File: config.mk
export PLATFORM = sky130hd
export DESIGN_NAME = load_align_unit
export DESIGN_NICKNAME = d
export VERILOG_FILES = /design/src/rtl/load_unit_pkg.sv /design/src/rtl/load_extract.sv /design/src/rtl/load_align_unit.sv
export SDC_FILE = /design/constraint.sdc
export NUM_CORES = 1
export LEC_CHECK = 0
export BUFFER_PORTS_ARGS = -buffer_cell sky130_fd_sc_hd__buf_2
export CORE_UTILIZATION = 54
export DETAILED_ROUTE_END_ITERATION = 12
export PLACE_DENSITY = 0.81
export SLEW_MARGIN = 30
export SYNTH_ARGS = -nofsm -noshare
export SYNTH_HDL_FRONTEND = slang
export SYNTH_SLANG_ARGS = --single-unit
File: constraint.sdc
create_clock -name clk -period 3.6 [get_ports clk]
set_input_delay 0.72 -clock clk [delete_from_list [all_inputs] [get_ports clk]]
set_output_delay 0.72 -clock clk [all_outputs]
set_load 0.1 [all_outputs]
File: src/rtl/load_unit_pkg.sv
// Shared definitions for the load alignment unit: access size encodings,
// controller state enum and a byte-count helper.
package load_unit_pkg;

  localparam logic [1:0] SZ_BYTE  = 2'b00;
  localparam logic [1:0] SZ_HALF  = 2'b01;
  localparam logic [1:0] SZ_WORD  = 2'b10;
  localparam logic [1:0] SZ_DWORD = 2'b11;

  typedef enum logic [2:0] {
    IDLE,
    REQ0,
    WAIT0,
    REQ1,
    WAIT1,
    DONE
  } loadState_t;

  // Number of bytes moved by an access of the given size encoding.
  function automatic logic [3:0] size_bytes(input logic [1:0] size);
    return 4'd1 << size;
  endfunction

endpackage

File: src/rtl/load_extract.sv
// Combinational byte extraction for loads: shifts the two-beat window
// {beat1, beat0} right by the byte offset, keeps the low field of the
// requested size and sign- or zero-extends it to DATA_W.
module load_extract
  import load_unit_pkg::*;
#(
  parameter int DATA_W = 32
) (
  input  logic [2*DATA_W-1:0]          beats,
  input  logic [$clog2(DATA_W/8)-1:0]  off,
  input  logic [1:0]                   size,
  input  logic                         isUnsigned,
  output logic [DATA_W-1:0]            extData
);

  logic [DATA_W-1:0] shifted;
  logic [DATA_W-1:0] mask;
  logic              signBit;

  // Align the addressed field to bit 0, then mask and extend it.
  always_comb begin
    shifted = DATA_W'(beats >> {off, 3'b000});
    mask    = '1;
    signBit = 1'b0;
    case (size)
      SZ_BYTE: begin
        mask    = DATA_W'(8'hFF);
        signBit = shifted[7];
      end
      SZ_HALF: begin
        mask    = DATA_W'(16'hFFFF);
        signBit = shifted[15];
      end
      SZ_WORD: begin
        mask    = DATA_W'(32'hFFFF_FFFF);
        signBit = shifted[31];
      end
      default: begin
        // Full-width access: nothing to extend, unsigned flag irrelevant.
        mask    = '1;
        signBit = 1'b0;
      end
    endcase
    extData = (shifted & mask) | ((signBit & ~isUnsigned) ? ~mask : '0);
  end

endmodule

File: src/rtl/load_align_unit.sv
// Sequential load unit: accepts one load at a time, issues word-aligned
// read(s) to data memory and returns the extended result to writeback.
// Optional macro LOAD_SPLIT_ACCESS_EN: when defined, misaligned loads are
// serviced (two beats if they cross a word boundary); when undefined they
// complete immediately with wb_err and no memory traffic.
//
// state | meaning
// IDLE  | ready for a new request
// REQ0  | first read request presented to memory
// WAIT0 | waiting for first read data
// REQ1  | second read request (word-crossing access)
// WAIT1 | waiting for second read data
// DONE  | one-cycle writeback pulse
module load_align_unit
  import load_unit_pkg::*;
#(
  parameter int DATA_W = 32,
  parameter int ADDR_W = 32
) (
  input  logic              clk,
  input  logic              reset,
  input  logic              req_valid,
  output logic              req_ready,
  input  logic [ADDR_W-1:0] req_addr,
  input  logic [1:0]        req_size,
  input  logic              req_unsigned,
  output logic              mem_rd_valid,
  input  logic              mem_rd_ready,
  output logic [ADDR_W-1:0] mem_rd_addr,
  input  logic              mem_rsp_valid,
  input  logic [DATA_W-1:0] mem_rsp_data,
  output logic              wb_valid,
  output logic [DATA_W-1:0] wb_data,
  output logic              wb_err
);

  localparam int BYTES = DATA_W / 8;
  localparam int OFF_W = $clog2(BYTES);

  loadState_t        state, stateNext;
  logic [ADDR_W-1:0] addrQ;
  logic [1:0]        sizeQ;
  logic              unsQ;
  logic              errQ;
  logic              crossQ;
  logic [DATA_W-1:0] beat0, beat1;
  logic [DATA_W-1:0] extData;
  logic [ADDR_W-1:0] alignedAddr;
  logic              handshake;
  logic              reqMis, reqCross, reqIllegal, reqErr;
  int                reqOff, reqBytes;

  assign handshake   = req_valid && (state == IDLE);
  assign alignedAddr = {addrQ[ADDR_W-1:OFF_W], {OFF_W{1'b0}}};

  // Classify the incoming request: misalignment, word crossing, legality.
  always_comb begin
    reqOff     = int'(req_addr[OFF_W-1:0]);
    reqBytes   = int'(size_bytes(req_size));
    reqMis     = (reqOff & (reqBytes - 1)) != 0;
    reqCross   = (reqOff + reqBytes) > BYTES;
    reqIllegal = (req_size == SZ_DWORD) && (DATA_W == 32);
`ifdef LOAD_SPLIT_ACCESS_EN
    reqErr     = reqIllegal;
`else
    reqErr     = reqIllegal || reqMis;
`endif
  end

  // State register; reset abandons any access in flight.
  always_ff @(posedge clk or posedge reset) begin
    if (reset) state <= IDLE;
    else       state <= stateNext;
  end

  // Request capture and read-data beats.
  always_ff @(posedge clk or posedge reset) begin
    if (reset) begin
      addrQ  <= '0;
      sizeQ  <= SZ_BYTE;
      unsQ   <= 1'b0;
      errQ   <= 1'b0;
      crossQ <= 1'b0;
      beat0  <= '0;
      beat1  <= '0;
    end else begin
      if (handshake) begin
        addrQ  <= req_addr;
        sizeQ  <= req_size;
        unsQ   <= req_unsigned;
        errQ   <= reqErr;
        crossQ <= reqCross;
        beat1  <= '0;
      end
      if (state == WAIT0 && mem_rsp_valid) beat0 <= mem_rsp_data;
      if (state == WAIT1 && mem_rsp_valid) beat1 <= mem_rsp_data;
    end
  end

  load_extract #(.DATA_W(DATA_W)) uExtract (
    .beats      ({beat1, beat0}),
    .off        (addrQ[OFF_W-1:0]),
    .size       (sizeQ),
    .isUnsigned (unsQ),
    .extData    (extData)
  );

  // Next-state and Moore outputs.
  always_comb begin
    stateNext    = state;
    req_ready    = 1'b0;
    mem_rd_valid = 1'b0;
    mem_rd_addr  = '0;
    wb_valid     = 1'b0;
    wb_data      = '0;
    wb_err       = 1'b0;
    case (state)
      IDLE: begin
        req_ready = 1'b1;
        if (req_valid) stateNext = reqErr ? DONE : REQ0;
      end
      REQ0: begin
        mem_rd_valid = 1'b1;
        mem_rd_addr  = alignedAddr;
        if (mem_rd_ready) stateNext = WAIT0;
      end
      WAIT0: begin
        if (mem_rsp_valid) stateNext = crossQ ? REQ1 : DONE;
      end
      REQ1: begin
        mem_rd_valid = 1'b1;
        mem_rd_addr  = alignedAddr + ADDR_W'(BYTES);
        if (mem_rd_ready) stateNext = WAIT1;
      end
      WAIT1: begin
        if (mem_rsp_valid) stateNext = DONE;
      end
      DONE: begin
        wb_valid  = 1'b1;
        wb_err    = errQ;
        wb_data   = errQ ? '0 : extData;
        stateNext = IDLE;
      end
      default: stateNext = IDLE;
    endcase
  end

endmodule

# == Word-level counts from Yosys, hierarchy flattened ==
# Index checks and enable logic that the tools add are counted.
# word_totals
register_bits,104
inputBits,72
output_inout_bits,68
elab_cells,63
# op_classes
n_addsub,3
order_cmp,1
eq_ne,13
n_shift,2
muxes,20
bitwise_logic,6
reduce_logical,10
# ops
op,count
2-to-1 mux 32 bit,5
one-hot mux 32 bit (2 select lines),2
right shift 64 x 5 -> 32 bit,1
"adder 32 x 3 -> 32 bit, second input constant",1
bitwise AND 32 bit,1
inverter 32 bit,1
bitwise OR 32 bit,1
nonzero test 32 bit,1
2-to-1 mux 3 bit,7
one-hot mux 3 bit (5 select lines),1
"inequality test 2 bit, second input constant",5
"equality test 3 x 2 -> 1 bit, second input constant",2
"equality test 3 bit, second input constant",2
adder 2 x 4 -> 5 bit,1
bitwise AND 3 x 5 -> 5 bit,1
"greater-than comparator 5 x 3 -> 1 bit, second input constant",1
AND reduction 5 bit,1
"subtractor 4 x 1 -> 5 bit, second input constant",1
"equality test 2 bit, second input constant",2
2-to-1 mux 1 bit,4
"<< shifter 1 x 2 -> 4 bit, first input constant",1
"equality test 3 x 1 -> 1 bit, second input constant",1
logical AND 1 bit,3
zero test 3 bit,1
8 further kinds,8

# == Logic depth before layout (Yosys ltp) ==
# Gate-level depths: netlist of run 1.
# depth
ltp_word,8
mapped_depth,9
depth_no_buf,9

# == By module ==
# From an unflattened synthesis of run 1, not the netlist that was laid out.
# unflattened
hier_cells,544
area_unflattened_um2,6182.2
# by_module_without_submodules
mod,instances,cells_per_inst,area_per_inst_um2
load_align_unit,1,443,5078.6
load_extract,1,101,1103.6

# == Worst setup path before layout of run 1 ==
# OpenSTA, ideal clock, no wires.
# synth_timing
path_type,register to output
from,register state[1]
to,output wb_data[21]
arrival_ns,4.074
required_time_ns,2.880
path_slack_ns,-1.194
path_stages_with_launch,6
path_buffers,1
cell_sequence,dfrtp_1 nor2b_1 and2_1 nand3b_1 clkbuf_1 o21ai_0
# synth_between
elab_chain_cells,2
# synth_lines
element,line_no,text
start: declaration,load_align_unit.sv:40,"loadState_t state, stateNext;"
start signal: assignment,load_align_unit.sv:73,else state <= stateNext;
equality test 3 bit,load_align_unit.sv:117,case (state)
2-to-1 mux 32 bit,load_align_unit.sv:117,
end: declaration,load_align_unit.sv:33,"output logic [DATA_W-1:0] wb_data,"
# No other way between the ends.

# == Worst setup path after layout of run 1 ==
# layout_timing
from,register state[1]
to,output mem_rd_addr[19]
# layout_between
elab_chain_cells,2
# layout_lines
element,line_no,text
equality test 3 x 2 -> 1 bit or equality test 3 x 1 -> 1 bit (tied branches),load_align_unit.sv:117,
one-hot mux 32 bit (2 select lines) *,load_align_unit.sv:117,
end: declaration,load_align_unit.sv:29,"output logic [ADDR_W-1:0] mem_rd_addr,"
# Every way passes the cells marked *; elsewhere a longest branch is shown, timed or not.

==> results.md, run 1 <==
- Status: finished clean
- Clock Latency Late Sink: ~370 ps
- Number of port buffers: 137
- CTS clk-pin slew, worst paths: 100 ps
- CP Max Fanout: 13
- DP HPWL: 10900 um
- Netlist Area Pre-Place: 5640 um2
- Die Area: 10900 um2
- Top-area cell type share of the netlist area: 0.426
- IO Pins: 140
- Util after Layout: 0.710
- Die H: approximately 100 um
- Initial antenna violation count: 0
- Starting Density: 0.566
- Number of hold buffers added after cts: 0
- R2R Path End: addrQ[24]$_DFFE_PP0P_
- CTS tree: built
- First-pass GRT wire length: ~24000 um
- Ys async rst share: 1.00
- Slew HR: 0.457
- # setup viols final: 0
- Setup bufs post-CTS: 0
- EDFF count, synth: 0
- WL/cell: 17.9 um
- Cell Rows: 36
- Final worst path period share: 0.976
- CTS Buf Count: 9
- Worst Setup Start Kind: flip-flop
- Min Tclk post-route: 3510 ps
- Final ANT Viol Nets: 0
- Worst R2R Setup Slack: 1260 ps
- DRT iter0 DRCs: ~330
- Dominant cells by area after synthesis: dfrtp_1 (43%), mux2_2 (15%), nand2_1 (5.4%), o21ai_0 (5.1%), mux2i_1 (4.6%)
- Worst hold margin: 463 ps
- Post-synth top cells: dfrtp_1 (96), nand2_1 (81), mux2_2 (75), o21ai_0 (57), a21oi_1 (36)
- Fill cells: 737
- Hold Path Class: input pin to asynchronous set/reset pin
- Area growth from synthesis to layout: 25.4%
- Cells after Synth: 589
- Final Slew Violations: 0
- Die Width: around 100 um
- Clk sinks: 96
- Crit path cell chain: nand4_4 -> or4_4 -> or4_1 -> a21oi_2 -> buf_2
- Crit path largest cell delay: 650 ps
- Root Driver: clkbuf_8
- Yosys warning total: 0
- Slowest CP cell: or4_4
- Via/cell ratio: 5.88
- Share of cells above drive strength 1: 0.398
- Pwr dens: 985 nW/um2
- Crit path kind: flip-flop to output pin
- WP data arrival: 2790 ps
- Core box area: about 10000 um2
- Net count, final: 788
- DR pass1 iterations: 5
- FF-to-FF Start: state[1]$_DFFE_PP0P_
- CTS H-Tree Depth: 3
- Post-synth cell types: 46
- WL final: 15200 um
- Unrepaired setup endpoints after global routing: no
- Fmax achieved: 285 MHz
- Max-Cap Viols: 0
- Worst Tran Pin Value: 813 ps
- Yosys top cell by area: dfrtp_1
- Vias in the first global route: 4806
- DRC: 0
- R2R depth: 5
- GRT Overall Usage: 0.285
- #FFs+latches synth: 96
- Clk_skew: 10.3 ps
- Grt total ovfl: 0
- N_diodes: 0
- CP endpoint kind: output pin
- Fin cells: 849
- Most common cell in the netlist: dfrtp_1
- Lkg Pwr: around 3.1 nW
- Worst vdd ir: 0.000869 V
- CP Data Required Time: 2880 ps
- Syn_area_per_cell: 9.57 um2
- Final GP Congestion: 0.893
- Placed cells: 833
- Via count: 4991
- Final hold violations: 0
- Max Buffers Root-to-Sink: 2
- Sum Neg Setup Slack: 0 ps
- Largest net degree at the start of global routing: 62
- Main synth FF type: dfrtp_1
- Register area share after synthesis: 0.426
==> worst max-delay path: cells and delay by family, from the launching register on <==
kind	cells	cell delay (ps)
and+or+nand+nor	3	1300
DFF	1	520
buffers and inverters	1	440
AOI/OAI and AO/OA	1	140
==> power by group <==
| part | switching, mW | internal (mW) |
|---|---|---|
| registers | 0.518 | 1.59 |
| clock network | 0.410 | 0.342 |
| logic | 2.79 | 1.31 |
| total | 3.72 | 3.24 |
==> worst max-delay path by stage <==
stage	end	startpoint	depth (start not counted)	slack, ps
6_report	mem_rd_addr[19]	state[1]$_DFFE_PP0P_	5	90
2_1_floorplan	wb_data[21]	state[1]$_DFFE_PP0P_	5	-680
4_1_cts	mem_rd_addr[14]	addrQ[2]$_DFFE_PP0P_	6	4
5_1_grt	mem_rd_addr[19]	state[1]$_DFFE_PP0P_	5	2
3_5_place_dp	mem_rd_addr[14]	addrQ[2]$_DFFE_PP0P_	6	440
3_3_place_gp	mem_rd_addr[14]	addrQ[2]$_DFFE_PP0P_	6	540
==> timing repair <==
item | CTS | global route
endpoints found under the hold margin | 0 | 0
gates resized for setup | 0 | 6
endpoints found under the setup margin | 0 | 7
==> kinds of logic after synthesis <==
| group | after synthesis | synth area share |
|---|---|---|
| AND/OR/NAND/NOR | 199 | 0.175 |
| AO/OA/AOI/OAI | 124 | 0.125 |
| multiplexers | 103 | 0.204 |
| flip-flops | 96 | 0.426 |
| buffers and inverters | 49 | 0.0379 |
| XOR/XNOR | 12 | 0.0186 |
| adder cells (fa/ha/maj) | 5 | 0.0124 |
| other | 1 | 0.000665 |
==> registers in the layout (all words and copies together) (netlist names) <==
register,flops
beat0,32
sizeQ,2
beat1,24
crossQ,1
state,3
addrQ,32
unsQ,1
errQ,1
==> layer usage <==
metal / routed length, um / GRT usage / up-vias
li1: - / - / 2333
met1: 6720 / 0.393 / 2425
met2: 7250 / 0.449 / 199
met3: 755 / 0.0395 / 34
met4: 441 / 0.130 / 0
met5: 0 / 0 / -
==> stage by stage <==
stage          worst slack, ps  power, mW  cell area, um2
2_1_floorplan             -676       5.30            5770
3_3_place_gp               537       6.01            6850
3_5_place_dp               437       6.17            6850
4_1_cts                   3.52       6.92            7050
5_1_grt                   1.89       7.32            7070
6_report                  87.8       6.96            7070
==> placed cells by master (no fill, tap or decap), drive strengths merged, types with 8 or more instances in the layout <==
cell type	netlist	final
nor2b	10	10
a211oi	14	14
nand2b	13	13
clkbuf	28	15
mux2	75	75
dfrtp	96	96
nand3	12	12
buf	12	145
o21ai	57	57
or4	12	12
nand2	81	81
mux2i	26	26
nand4	8	8
nor2	35	35
inv	9	9
a21oi	36	36
==> final cells by class <==
type / count / area (um2) / area share
well taps: 133 / 166 / 0.0235
multi-input cells: 445 / 3170 / 0.448
clock inverters: 6 / 66.3 / 0.00938
repair buffers: 150 / 1090 / 0.155
clock buffers: 10 / 138 / 0.0195
inverters: 9 / 35.0 / 0.00496
flip-flops and latches: 96 / 2400 / 0.340
Note: power is estimated with default switching activity, not from simulation.
==> run 2: changes to the inputs <==
==> constraint.sdc (replaced) <==
create_clock -name clk -period 3.6 [get_ports clk]
set_input_delay 0.72 -clock clk [delete_from_list [all_inputs] [get_ports clk]]
set_output_delay 0.72 -clock clk [all_outputs]
set_load 0.02 [all_outputs]
==> run 2 against run 1 <==
Cell count is the same. Register-to-register slack gained 70 ps. Combinational power shrank 34%. Power shrank 19%. Non-clock buffer count is the same. Die area is the same. First-iteration DRC count shrank 22%. Largest cell class unchanged.
==> results.md, run 2 (synthesis gave the netlist of run 1 again) <==
- Setup bufs post-CTS: 0
- Grt total ovfl: 0
- Max-Cap Viols: 0
- Cell Rows: 36
- Hold Path Class: input pin to asynchronous set/reset pin
- Crit path cell chain: buf_4 -> nor2b_1 -> nand3b_1 -> buf_4 -> or4_1 -> o21ai_0 -> buf_2
- CTS H-Tree Depth: 3
- Pwr dens: 849 nW/um2
- CTS Buf Count: 9
- CP endpoint kind: output pin
- CTS clk-pin slew, worst paths: 90 ps
- Core box area: 9950 um2
- WL/cell: 16.8 um
- Clk_skew: between 10 and 15 ps
- Reg area: 2400 um2
- Psw: 2.43 mW
- Die Width: approximately 100 um
- Status: finished clean
- Crit path largest cell delay: roughly 680 ps
- Clock Latency Late Sink: 370 ps
- WL final: 14300 um
- DRT iter0 DRCs: 252
- GRT Overall Usage: 0.273
- Cell family with most CP delay: simple AND/OR/NAND/NOR gates
- Die H: 104 um
- CP Max Fanout: 16
- Worst Setup Start Kind: flip-flop
- Share of cells above drive strength 1: 0.358
- Worst R2R Setup Slack: approximately 1300 ps
- Root Driver: clkbuf_8
- Slowest CP cell: or4_1
- Util after Layout: 0.668
- Design Area, Final: around 6700 um2
- DR pass1 iterations: 6
- Most frequent cells in the layout: buf_2 (137), dfrtp_1 (95), nand2_1 (80), mux2_2 (75), o21ai_0 (57)
- Worst Tran Pin Value: 898 ps
- Number of port buffers: about 140
- Area occupied by multi-input gates: 3030 um2
- Clock share of power: 0.143
- Via/cell ratio: approximately 5.8
- Final hold violations: 0
- CP bufs+invs: 3
- Worst vdd ir: 0.000376 V
- CP Data Required Time: 2880 ps
- CTS tree: built
- Internal power: around 3.2 mW
- Via count: 4886
- Initial antenna violation count: 0
- Commonest non-fill, non-tap cell in the layout: buf_2
- Die Area: 10900 um2
- Largest net degree at the start of global routing: a little over 60
- Clk sinks: 96
- Final worst path period share: 0.939
- Lkg Pwr: 3.05 nW
- Net count, final: just under 800
- Final Slew Violations: 0
- Max Buffers Root-to-Sink: 2
- Sum Neg Setup Slack: 0 ps
- Largest regs: addrQ x32, beat0 x32, beat1 x24
- Slew HR: 0.396
- DP HPWL: roughly 10000 um
- DRC: 0
- Fmax achieved: about 300 MHz
- Min Tclk post-route: 3380 ps
- N_diodes: 0
- Final ANT Viol Nets: 0
- Starting Density: 0.566
- R2R depth: 5
- IO Pins: 140
- Vias in the first global route: 4610
- Crit path kind: flip-flop to output pin
- Seq pwr share: 0.374
- # setup viols final: 0
- Sw Share: 0.430
- Final GP Congestion: around 0.94
- Most common cell on crit path: buf_4
- First-pass GRT wire length: 23400 um
- R2R Path End: beat0[24]$_DFFE_PP0P_
- Post-cts sizing count: 0
- Comb pwr share: 0.483
- Post-DP Area: roughly 6400 um2
- Fill cells: 805
- Unrepaired setup endpoints after global routing: no
- Area growth from synthesis to layout: 18.0%
- WP data arrival: approximately 2700 ps
- Number of hold buffers added after cts: 0
- FF-to-FF Start: state[1]$_DFFE_PP0P_
run 2: changes by cell type in the layout (fill, tap and decap cells not counted), sizes merged:
cell / change
inv: -1
clkbuf: -3
bufinv: +1
buf: +5
clkinvlp: -2
run 2: area by class of cell:
type | count | share of cell area
clock buffer | 12 | 0.0233
timing repair buffer | 150 | 0.118
multi-input combinational | 445 | 0.456
sequential | 96 | 0.361
tap | 133 | 0.0250
inverter | 9 | 0.00527
clock inverter | 4 | 0.0115
run 2: worst max-delay path by stage:
stage | end | slack (ps) | depth (start not counted) | from
global route | mem_rd_addr[28] | 80 | 6 | addrQ[2]$_DFFE_PP0P_
finish | wb_data[26] | 220 | 7 | state[1]$_DFFE_PP0P_
floorplan | addrQ[0]$_DFFE_PP0P_ | 370 | 1 | reset
detailed placement | wb_data[26] | 630 | 7 | state[1]$_DFFE_PP0P_
global placement | mem_rd_addr[30] | 710 | 5 | state[1]$_DFFE_PP0P_
CTS | wb_data[26] | 240 | 7 | state[1]$_DFFE_PP0P_
run 2: stage by stage:
step / instances / worst slack [ps] / power, mW / hold slack [ps]
after global routing: 849 / 82.1 / 6.03 / 487
final: 849 / 220 / 5.65 / 434
after CTS: 849 / 236 / 5.64 / 443
after global placement: 833 / 705 / 4.70 / 477
after detailed placement: 833 / 626 / 4.81 / 481
after floorplan: 590 / 375 / 4.05 / 451
run 2: metal layers:
layer,global-route usage,up-vias,part of all wire
li1,-,2337,-
met5,0,-,0
met3,0.0313,33,0.045
met2,0.416,161,0.47
met1,0.391,2355,0.45
met4,0.129,0,0.034
run 2: power groups by stage:
stage	clock, mW	sequential, mW	combinational, mW
final	0.807	2.11	2.73
after global placement	0	2.06	2.64
after floorplan	0	1.93	2.12
after CTS	0.821	2.10	2.71
after detailed placement	0	2.12	2.70
after global routing	0.860	2.20	2.97
run 2: worst reg2reg max path, delay by kind of cell (launching register included):
| family | cells | cell delay, ps |
|---|---|---|
| DFF | 1 | 540 |
| muxes | 1 | 390 |
| buffers and inverters | 2 | 650 |
| and+or+nand+nor | 2 | 600 |
